<file path="config.mk">
export PLATFORM = sky130hd
export DESIGN_NAME = instr_fetch_unit
export DESIGN_NICKNAME = d
export VERILOG_FILES = /design/src/rtl/tau_pkg.sv /design/src/rtl/instr_fetch_unit.sv
export SDC_FILE = /design/constraint.sdc
export NUM_CORES = 1
export LEC_CHECK = 0
export CAP_MARGIN = 20
export CORE_UTILIZATION = 45
export CTS_BUF_LIST = sky130_fd_sc_hd__clkbuf_8
export CTS_CLUSTER_SIZE = 20
export DETAILED_ROUTE_END_ITERATION = 6
export GPL_ROUTABILITY_DRIVEN = 0
export PLACE_DENSITY = 0.77
export SETUP_SLACK_MARGIN = 0.3
export SYNTH_ARGS = -nofsm -noshare
export SYNTH_HDL_FRONTEND = slang
export SYNTH_SLANG_ARGS = --single-unit
</file>
<file path="constraint.sdc">
create_clock -name clk -period 3.73 [get_ports clk]
set_input_delay 0.746 -clock clk [delete_from_list [all_inputs] [get_ports clk]]
set_output_delay 0.746 -clock clk [all_outputs]
set_load 0.02 [all_outputs]
</file>
<file path="src/rtl/tau_pkg.sv">
// Shared fetch-path definitions: PC control codes, fetch FSM states
// and a few opcode constants used by downstream decode and benches.
package tau_pkg;

    localparam logic [1:0] PC_HOLD = 2'b00;
    localparam logic [1:0] PC_INC  = 2'b01;

    localparam int BYTES_PER_INSTR = 4;

    localparam logic [6:0] OP_LOAD  = 7'b0000011;
    localparam logic [6:0] OP_STORE = 7'b0100011;
    localparam logic [6:0] OP_OP    = 7'b0110011;

    typedef enum logic [1:0] {
        ST_IDLE,
        ST_REQ,
        ST_WAIT,
        ST_DONE
    } fetch_state_e;

endpackage

</file>
<file path="src/rtl/instr_fetch_unit.sv">
// Byte-serial instruction fetch from flash into little-endian 32-bit
// words, stepping the PC once per captured byte.
module instr_fetch_unit
    import tau_pkg::*;
#(
    parameter int ADDR_W       = 24,
    parameter int READ_LATENCY = 3
) (
    input  logic              clk,
    input  logic              reset,
    input  logic              fetch_start,
    input  logic [ADDR_W-1:0] pc_in,
    output logic [1:0]        pc_control,
    output logic              flash_re,
    output logic [ADDR_W-1:0] flash_addr,
    input  logic [7:0]        flash_out,
    input  logic              flush,
    output logic [31:0]       instr,
    output logic [ADDR_W-1:0] instr_pc,
    output logic              instr_valid,
    input  logic              instr_ready,
    output logic              busy
);

    localparam logic [3:0] LAT      = 4'(READ_LATENCY);
    localparam logic [1:0] LAST_IDX = 2'(BYTES_PER_INSTR - 1);

    fetch_state_e      state_q, state_d;
    logic [ADDR_W-1:0] base_q, base_d;
    logic [ADDR_W-1:0] addr_q, addr_d;
    logic [1:0]        idx_q, idx_d;
    logic [3:0]        cnt_q, cnt_d;
    logic [31:0]       instr_q, instr_d;

    // State and datapath registers; reset returns everything to zero/IDLE.
    always_ff @(posedge clk) begin
        if (reset) begin
            state_q <= ST_IDLE;
            base_q  <= '0;
            addr_q  <= '0;
            idx_q   <= '0;
            cnt_q   <= '0;
            instr_q <= '0;
        end else begin
            state_q <= state_d;
            base_q  <= base_d;
            addr_q  <= addr_d;
            idx_q   <= idx_d;
            cnt_q   <= cnt_d;
            instr_q <= instr_d;
        end
    end

    // Next state, byte capture and handshake; flush overrides all of it.
    always_comb begin
        state_d     = state_q;
        base_d      = base_q;
        addr_d      = addr_q;
        idx_d       = idx_q;
        cnt_d       = cnt_q;
        instr_d     = instr_q;
        pc_control  = PC_HOLD;
        flash_re    = 1'b0;
        instr_valid = 1'b0;
        if (flush) begin
            state_d = ST_IDLE;
        end else begin
            unique case (state_q)
                ST_IDLE: begin
                    if (fetch_start) begin
                        base_d  = pc_in;
                        addr_d  = pc_in;
                        idx_d   = '0;
                        state_d = ST_REQ;
                    end
                end
                ST_REQ: begin
                    flash_re = 1'b1;
                    cnt_d    = LAT;
                    state_d  = ST_WAIT;
                end
                ST_WAIT: begin
                    flash_re = 1'b1;
                    cnt_d    = cnt_q - 4'd1;
                    if (cnt_q == 4'd1) begin
                        pc_control = PC_INC;
                        instr_d[{idx_q, 3'b000} +: 8] = flash_out;
                        idx_d = idx_q + 2'd1;
                        if (idx_q == LAST_IDX) begin
                            state_d = ST_DONE;
                        end else begin
                            addr_d  = base_q + ADDR_W'(idx_d);
                            state_d = ST_REQ;
                        end
                    end
                end
                ST_DONE: begin
                    instr_valid = 1'b1;
                    if (instr_ready) begin
                        if (fetch_start) begin
                            base_d  = pc_in;
                            addr_d  = pc_in;
                            idx_d   = '0;
                            state_d = ST_REQ;
                        end else begin
                            state_d = ST_IDLE;
                        end
                    end
                end
                default: state_d = ST_IDLE;
            endcase
        end
    end

    assign flash_addr = addr_q;
    assign instr      = instr_q;
    assign instr_pc   = base_q;
    assign busy       = (state_q != ST_IDLE);

endmodule

</file>
==> results.sh, run 1 <==
export IMPL_outcome="complete, but fails checks"
export IMPL_violations="design-rule violations"
export IMPL_portBuffers=120
export IMPL_insertion_delay_ns=0.36
export IMPL_clkPwrFrac=0.385
export IMPL_synth_ff_type="dfxtp_1"
export IMPL_p_sw_frac=0.2585
export IMPL_vias=4116
export IMPL_internal_power_mw=1.544
export IMPL_antenna_found_initial=0
export IMPL_cts_resized=0
export IMPL_drt_iter0_markers=253
export IMPL_boundaryPins=122
export IMPL_end_kind="primary output"
export IMPL_cellLeakagePower_nw=1.880
export IMPL_grt_max_degree=39
export IMPL_dp_final_hpwl_um=8377
export IMPL_overflow=0
export IMPL_pwr_density_cell_mw_per_mm2=370.4
export IMPL_slew_headroom=0.3723
export IMPL_switchingPower_mw=0.5385
export IMPL_wirelength_um=11850
export IMPL_tns_ns=0
export IMPL_cts_buffers=9
export IMPL_reg2reg_depth=8
export IMPL_syn_avg_cell_area_sq_um=7.978
export IMPL_ys_ff_latch=88
export IMPL_worstSetupPathType="primary input to primary output"
export IMPL_total_power_mw=2.083
export IMPL_hold_class="flop to flop"
export IMPL_synth_top_area_share=0.4263
export IMPL_grt_pass1_wl_um=19070
export IMPL_max_freq_mhz=309.5
export IMPL_synth_edf_count=0
export IMPL_start_util=0.4693
export IMPL_hold_depth=2
export IMPL_synth_top_area_cell="dfxtp_1"
export IMPL_clk_path_buf_depth=2
export IMPL_cp_required_ns=2.98
export IMPL_synthToLayoutAreaGrowth_pct=36.09
export IMPL_hold_viol=0
export IMPL_syn_inst=518
export IMPL_rsz0062_at_grt="no"
export IMPL_die_width_um=97.83
export IMPL_p_comb_frac=0.134
export IMPL_syn_nets=570
export IMPL_min_period_ns=3.231
export IMPL_setup_viol=0
export IMPL_dieArea_sq_mm=0.009571
export IMPL_routedWlPerCell_um=16.10
export IMPL_drc=8
export IMPL_cts_setup_buffers=0
export IMPL_htree_levels=3
export IMPL_cts_tree="done"
export IMPL_synth_seq_area_share=0.4263
export IMPL_path_clk_slew_ns=0.09
export IMPL_start_kind="primary input"
export IMPL_worst_ep_arrival_time_ns=2.48
export IMPL_yosys_top_cells_area="dfxtp_1 (43%), nand2_1 (9.6%), a21oi_1 (9.1%)"
export IMPL_ys_top_cells_by_count="nand2_1 (106), dfxtp_1 (88), a21oi_1 (75), nand3_1 (49), clkbuf_1 (27)"
export IMPL_tightest_slew_ns=0.9415
export IMPL_ys_warn_count=0
export IMPL_finClkSkew_ns=0.01973
export IMPL_yosys_cell_count_top_type="nand2_1"
export IMPL_cts_root_buf="clkbuf_8"
export IMPL_grt_pass1_vias=3805
export IMPL_ant_nets=0
export IMPL_syn_cell_area_sq_mm=0.004133
export IMPL_drv_cap=0
export IMPL_synthArstFlopShare=0
export IMPL_core_sq_mm=0.008806
export IMPL_groute_usage_overall=0.2487
export IMPL_worst_ir_drop_vdd_mv=0.1652
export IMPL_holdBufCountCts=0
export IMPL_die_h_um=97.83
export IMPL_cts_sinks=88
export IMPL_drt_pre_antenna_iters=7
export IMPL_nets=675
export IMPL_synthDistinctLibCells=48
export IMPL_diodes=0
export IMPL_post_route_period_util=0.8662
export IMPL_power_frac_seq=0.481
export IMPL_num_rows=34
export IMPL_fillers=775
export IMPL_final_max_slew_viol_count=0
export IMPL_vias_per_cell=5.592
export IMPL_drive_above_1_share=0.05096
export IMPL_path_max_fanout=9
==> per-layer routing <==
layer	up-vias	track usage	wire, um
met4	0	0.08974	190
met2	155	0.4009	5608
li1	2004	-	-
met3	15	0.03865	696
met5	-	0	0
met1	1942	0.3372	5355
==> cell usage in the layout (no fill, tap or decap), types with 4 or more instances in the layout <==
cell,count
and2_1,7
dfxtp_1,88
clkbuf_8,9
inv_1,14
nor2b_1,4
clkdlybuf4s50_1,119
a211o_1,8
nand3_1,49
xor2_1,10
xnor2_1,11
o21ai_0,4
nand4_1,7
ha_1,14
buf_4,6
o22ai_1,8
nor2_1,23
a21boi_0,8
nand2_1,106
nor4_1,6
a21oi_1,75
nor3_1,6
==> final timing paths <==
check                          from                           to  slack, ns
max reg2reg   idx_q[0]$_SDFFE_PP0P_  flash_addr[11]$_SDFFE_PP0P_       0.77
max                           flush                     flash_re       0.50
min          instr[21]$_SDFFE_PP0P_       instr[21]$_SDFFE_PP0P_       0.46
min reg2reg  instr[21]$_SDFFE_PP0P_       instr[21]$_SDFFE_PP0P_       0.46
==> worst max-delay path: stages <==
cell and delay (ns):
clkdlybuf4s50_1 0.58, nor2b_1 0.46, clkdlybuf4s50_1 0.69
==> final cells by class <==
cell class,instances,area [sq um],area share
timing repair buffer,126,1241,0.2207
multi-input combinational,385,2195,0.3902
tap,108,135.1,0.02403
clock inverter,7,118.9,0.02113
inverter,13,48.80,0.008676
sequential,88,1762,0.3132
clock buffer,9,123.9,0.02202
==> power groups by stage <==
stage	Clock [mW]	Combinational (mW)	Sequential [mW]
after floorplan	0	0.114	1.05
after global placement	0	0.270	1.02
after detailed placement	0	0.277	1.02
after CTS	0.805	0.279	1.00
after global routing	0.849	0.299	1.01
final	0.801	0.280	1.00
==> per-stage QoR <==
step / cell area (sq um) / instances / hold WS [ns] / worst slack, ns / util
6_report: 5624 / 736 / 0.4580 / 0.4990 / 0.6387
2_1_floorplan: 4133 / 518 / 0.4402 / 1.332 / -
4_1_cts: 5624 / 736 / 0.4595 / 0.5464 / 0.6387
5_1_grt: 5624 / 736 / 0.4831 / 0.4001 / 0.6387
3_5_place_dp: 5381 / 720 / 0.4463 / 0.5288 / 0.6111
3_3_place_gp: 5381 / 720 / 0.4408 / 0.5957 / 0.6111
==> logic make-up (layout without fill, tap and decap cells) <==
logic type                 after synthesis  in the layout  synth area share
and+or+nand+nor                        225            225            0.2531
AOI/OAI and AO/OA                      121            121            0.1789
DFF                                     88             88            0.4263
buffers and inverters                   45            155           0.04420
xor gates and xnor gates                21             21           0.04450
adders and majority gates               15             15           0.04723
muxes                                    2              2          0.004844
other                                    1              1         0.0009074
==> registers in the layout (all words and copies together) (netlist names) <==
signal,count
state_q,2
flash_addr,24
idx_q,2
cnt_q,4
instr_pc,24
instr,32
Note: power is estimated with default switching activity, not from simulation.
==> run 2, diff against run 1 <==
--- a/constraint.sdc
+++ b/constraint.sdc
@@ -3,2 +3,2 @@
 set_output_delay 0.746 -clock clk [all_outputs]
-set_load 0.02 [all_outputs]
+set_load 0.01 [all_outputs]
==> run 2 against run 1 <==
  * The run still ends with design-rule violations left
  * Largest cell class unchanged
  * Critical endpoint unchanged
  * Via count down 1.2%
  * Final cell count increased by 0.14%
  * Fmax increased by 2.6%
  * Count of clock-buffer cells in the layout rose by 1
  * Clock skew shrank 0.0042 ns
==> results.sh, run 2 (synthesis results as in run 1) <==
export IMPL_cts_root_buf="clkbuf_8"
export IMPL_final_max_slew_viol_count=0
export IMPL_critPathMaxStageDelay_ns=0.63
export IMPL_diodes=0
export IMPL_cts_buffers=9
export IMPL_critical_path_slowest_cell="clkdlybuf4s50_1"
export IMPL_post_route_period_util=0.8444
export IMPL_worstSetupPathType="primary input to primary output"
export IMPL_start_kind="primary input"
export IMPL_multiInputGateArea_sq_mm=0.002195
export IMPL_cp_num_buf_inv=2
export IMPL_max_freq_mhz=317.5
export IMPL_outcome="complete, but fails checks"
export IMPL_clk_path_buf_depth=2
export IMPL_worst_ep_arrival_time_ns=2.40
export IMPL_cellLeakagePower_nw=1.868
export IMPL_boundaryPins=122
export IMPL_die_width_um=97.83
export IMPL_synthToLayoutAreaGrowth_pct=35.36
export IMPL_vias=4068
export IMPL_pwr_density_cell_mw_per_mm2=345.5
export IMPL_dieArea_sq_mm=0.009571
export IMPL_total_power_mw=1.933
export IMPL_drv_cap=0
export IMPL_nets=676
export IMPL_p_comb_frac=0.132
export IMPL_hold_viol=0
export IMPL_switchingPower_mw=0.5042
export IMPL_cts_tree="done"
export IMPL_cts_sinks=88
export IMPL_setup_viol=0
export IMPL_overflow=0
export IMPL_hold_class="flop to flop"
export IMPL_core_sq_mm=0.008806
export IMPL_worst_ir_drop_vdd_mv=0.1970
export IMPL_drt_pre_antenna_iters=7
export IMPL_tightest_slew_ns=0.9195
export IMPL_drt_iter0_markers=252
export IMPL_grt_max_degree=43
export IMPL_start_util=0.4693
export IMPL_dpl_instance_area_sq_mm=0.005389
export IMPL_internal_power_mw=1.428
export IMPL_insertion_delay_ns=0.36
export IMPL_cts_resized=0
export IMPL_wirelength_um=11400
export IMPL_num_rows=34
export IMPL_portBuffers=120
export IMPL_p_sw_frac=0.2609
export IMPL_finalCoreUtilization=0.6353
export IMPL_layout_common_cells="clkdlybuf4s50_1 (119), nand2_1 (106), dfxtp_1 (88)"
export IMPL_end_kind="primary output"
export IMPL_ant_nets=0
export IMPL_post_place_ws_ns=0.5878
export IMPL_setup_ws_ns=0.5803
export IMPL_power_frac_seq=0.518
export IMPL_antenna_found_initial=0
export IMPL_path_max_fanout=9
export IMPL_finClkSkew_ns=0.01555
export IMPL_groute_usage_overall=0.2417
export IMPL_fillers=757
export IMPL_dp_final_hpwl_um=8210
export IMPL_vias_per_cell=5.520
export IMPL_seqCellArea_sq_mm=0.001762
export IMPL_cts_setup_buffers=0
export IMPL_min_period_ns=3.150
export IMPL_die_h_um=97.83
export IMPL_largest_reg_flops=32
export IMPL_violations="design-rule violations"
export IMPL_htree_levels=3
export IMPL_cp_required_ns=2.98
export IMPL_grt_pass1_wl_um=18680
export IMPL_slew_headroom=0.3856
export IMPL_final_common_cell="clkdlybuf4s50_1"
export IMPL_crit_top_cell="clkdlybuf4s50_1"
export IMPL_drc=8
export IMPL_rsz0062_at_grt="no"
export IMPL_path_clk_slew_ns=0.10
export IMPL_holdBufCountCts=0
export IMPL_routedWlPerCell_um=15.47
export IMPL_crit_family="buffers and inverters"
export IMPL_drive_above_1_share=0.05246
export IMPL_clkPwrFrac=0.349
export IMPL_grt_pass1_vias=3769
export IMPL_final_area_sq_mm=0.005594
export IMPL_tns_ns=0
export IMPL_path_cells="clkdlybuf4s50_1 -> nor2b_1 -> clkdlybuf4s50_1"
[run 2: cell count changes in the layout (fill, tap and decap cells not counted), sizes merged]
cell,delta
buf,+1
clkbuf,+1
clkinv,+1
bufinv,-2
[run 2: worst min-delay path: cells and delay by family, from the launching register on]
family,cells,cell delay (ns)
simple gates,1,0.05
compound gates,1,0.05
flops,1,0.32
[run 2: per-layer routing]
metal	up-vias	track usage	part of all wire
met2	130	0.3927	0.48
met1	1920	0.3302	0.45
met4	0	0.06993	0.013
li1	2008	-	-
met5	-	0	0
met3	10	0.04009	0.056
[run 2: cell type report]
cell class                 count  area share
multi-input combinational    385      0.3923
clock inverter                 6     0.01208
timing repair buffer         127      0.2232
clock buffer                  10     0.02460
inverter                      13    0.008723
sequential                    88      0.3149
tap                          108     0.02416
[run 2: final timing paths]
kind	startpoint	to	slack [ns]	cells past startpoint
worst max-delay path	flush	flash_re	0.58	3
worst min-delay path	instr[19]$_SDFFE_PP0P_	instr[19]$_SDFFE_PP0P_	0.46	2
worst max register to register	idx_q[0]$_SDFFE_PP0P_	flash_addr[11]$_SDFFE_PP0P_	0.84	9
worst min register to register	instr[19]$_SDFFE_PP0P_	instr[19]$_SDFFE_PP0P_	0.46	2
[run 2: metrics by stage]
| step | hold WS, ns | instances |
|---|---|---|
| finish | 0.4557 | 737 |
| global route | 0.4797 | 737 |
| CTS | 0.4569 | 737 |
| detailed placement | 0.4427 | 721 |
| global placement | 0.4390 | 721 |
| floorplan | 0.4402 | 518 |
[run 2: power by group through the flow]
stage | registers (mW) | clock network (mW) | logic, mW
2_1_floorplan | 1.03 | 0 | 0.112
3_3_place_gp | 1.02 | 0 | 0.248
3_5_place_dp | 1.02 | 0 | 0.254
4_1_cts | 1.00 | 0.686 | 0.256
5_1_grt | 1.01 | 0.737 | 0.276
6_report | 1.00 | 0.675 | 0.255
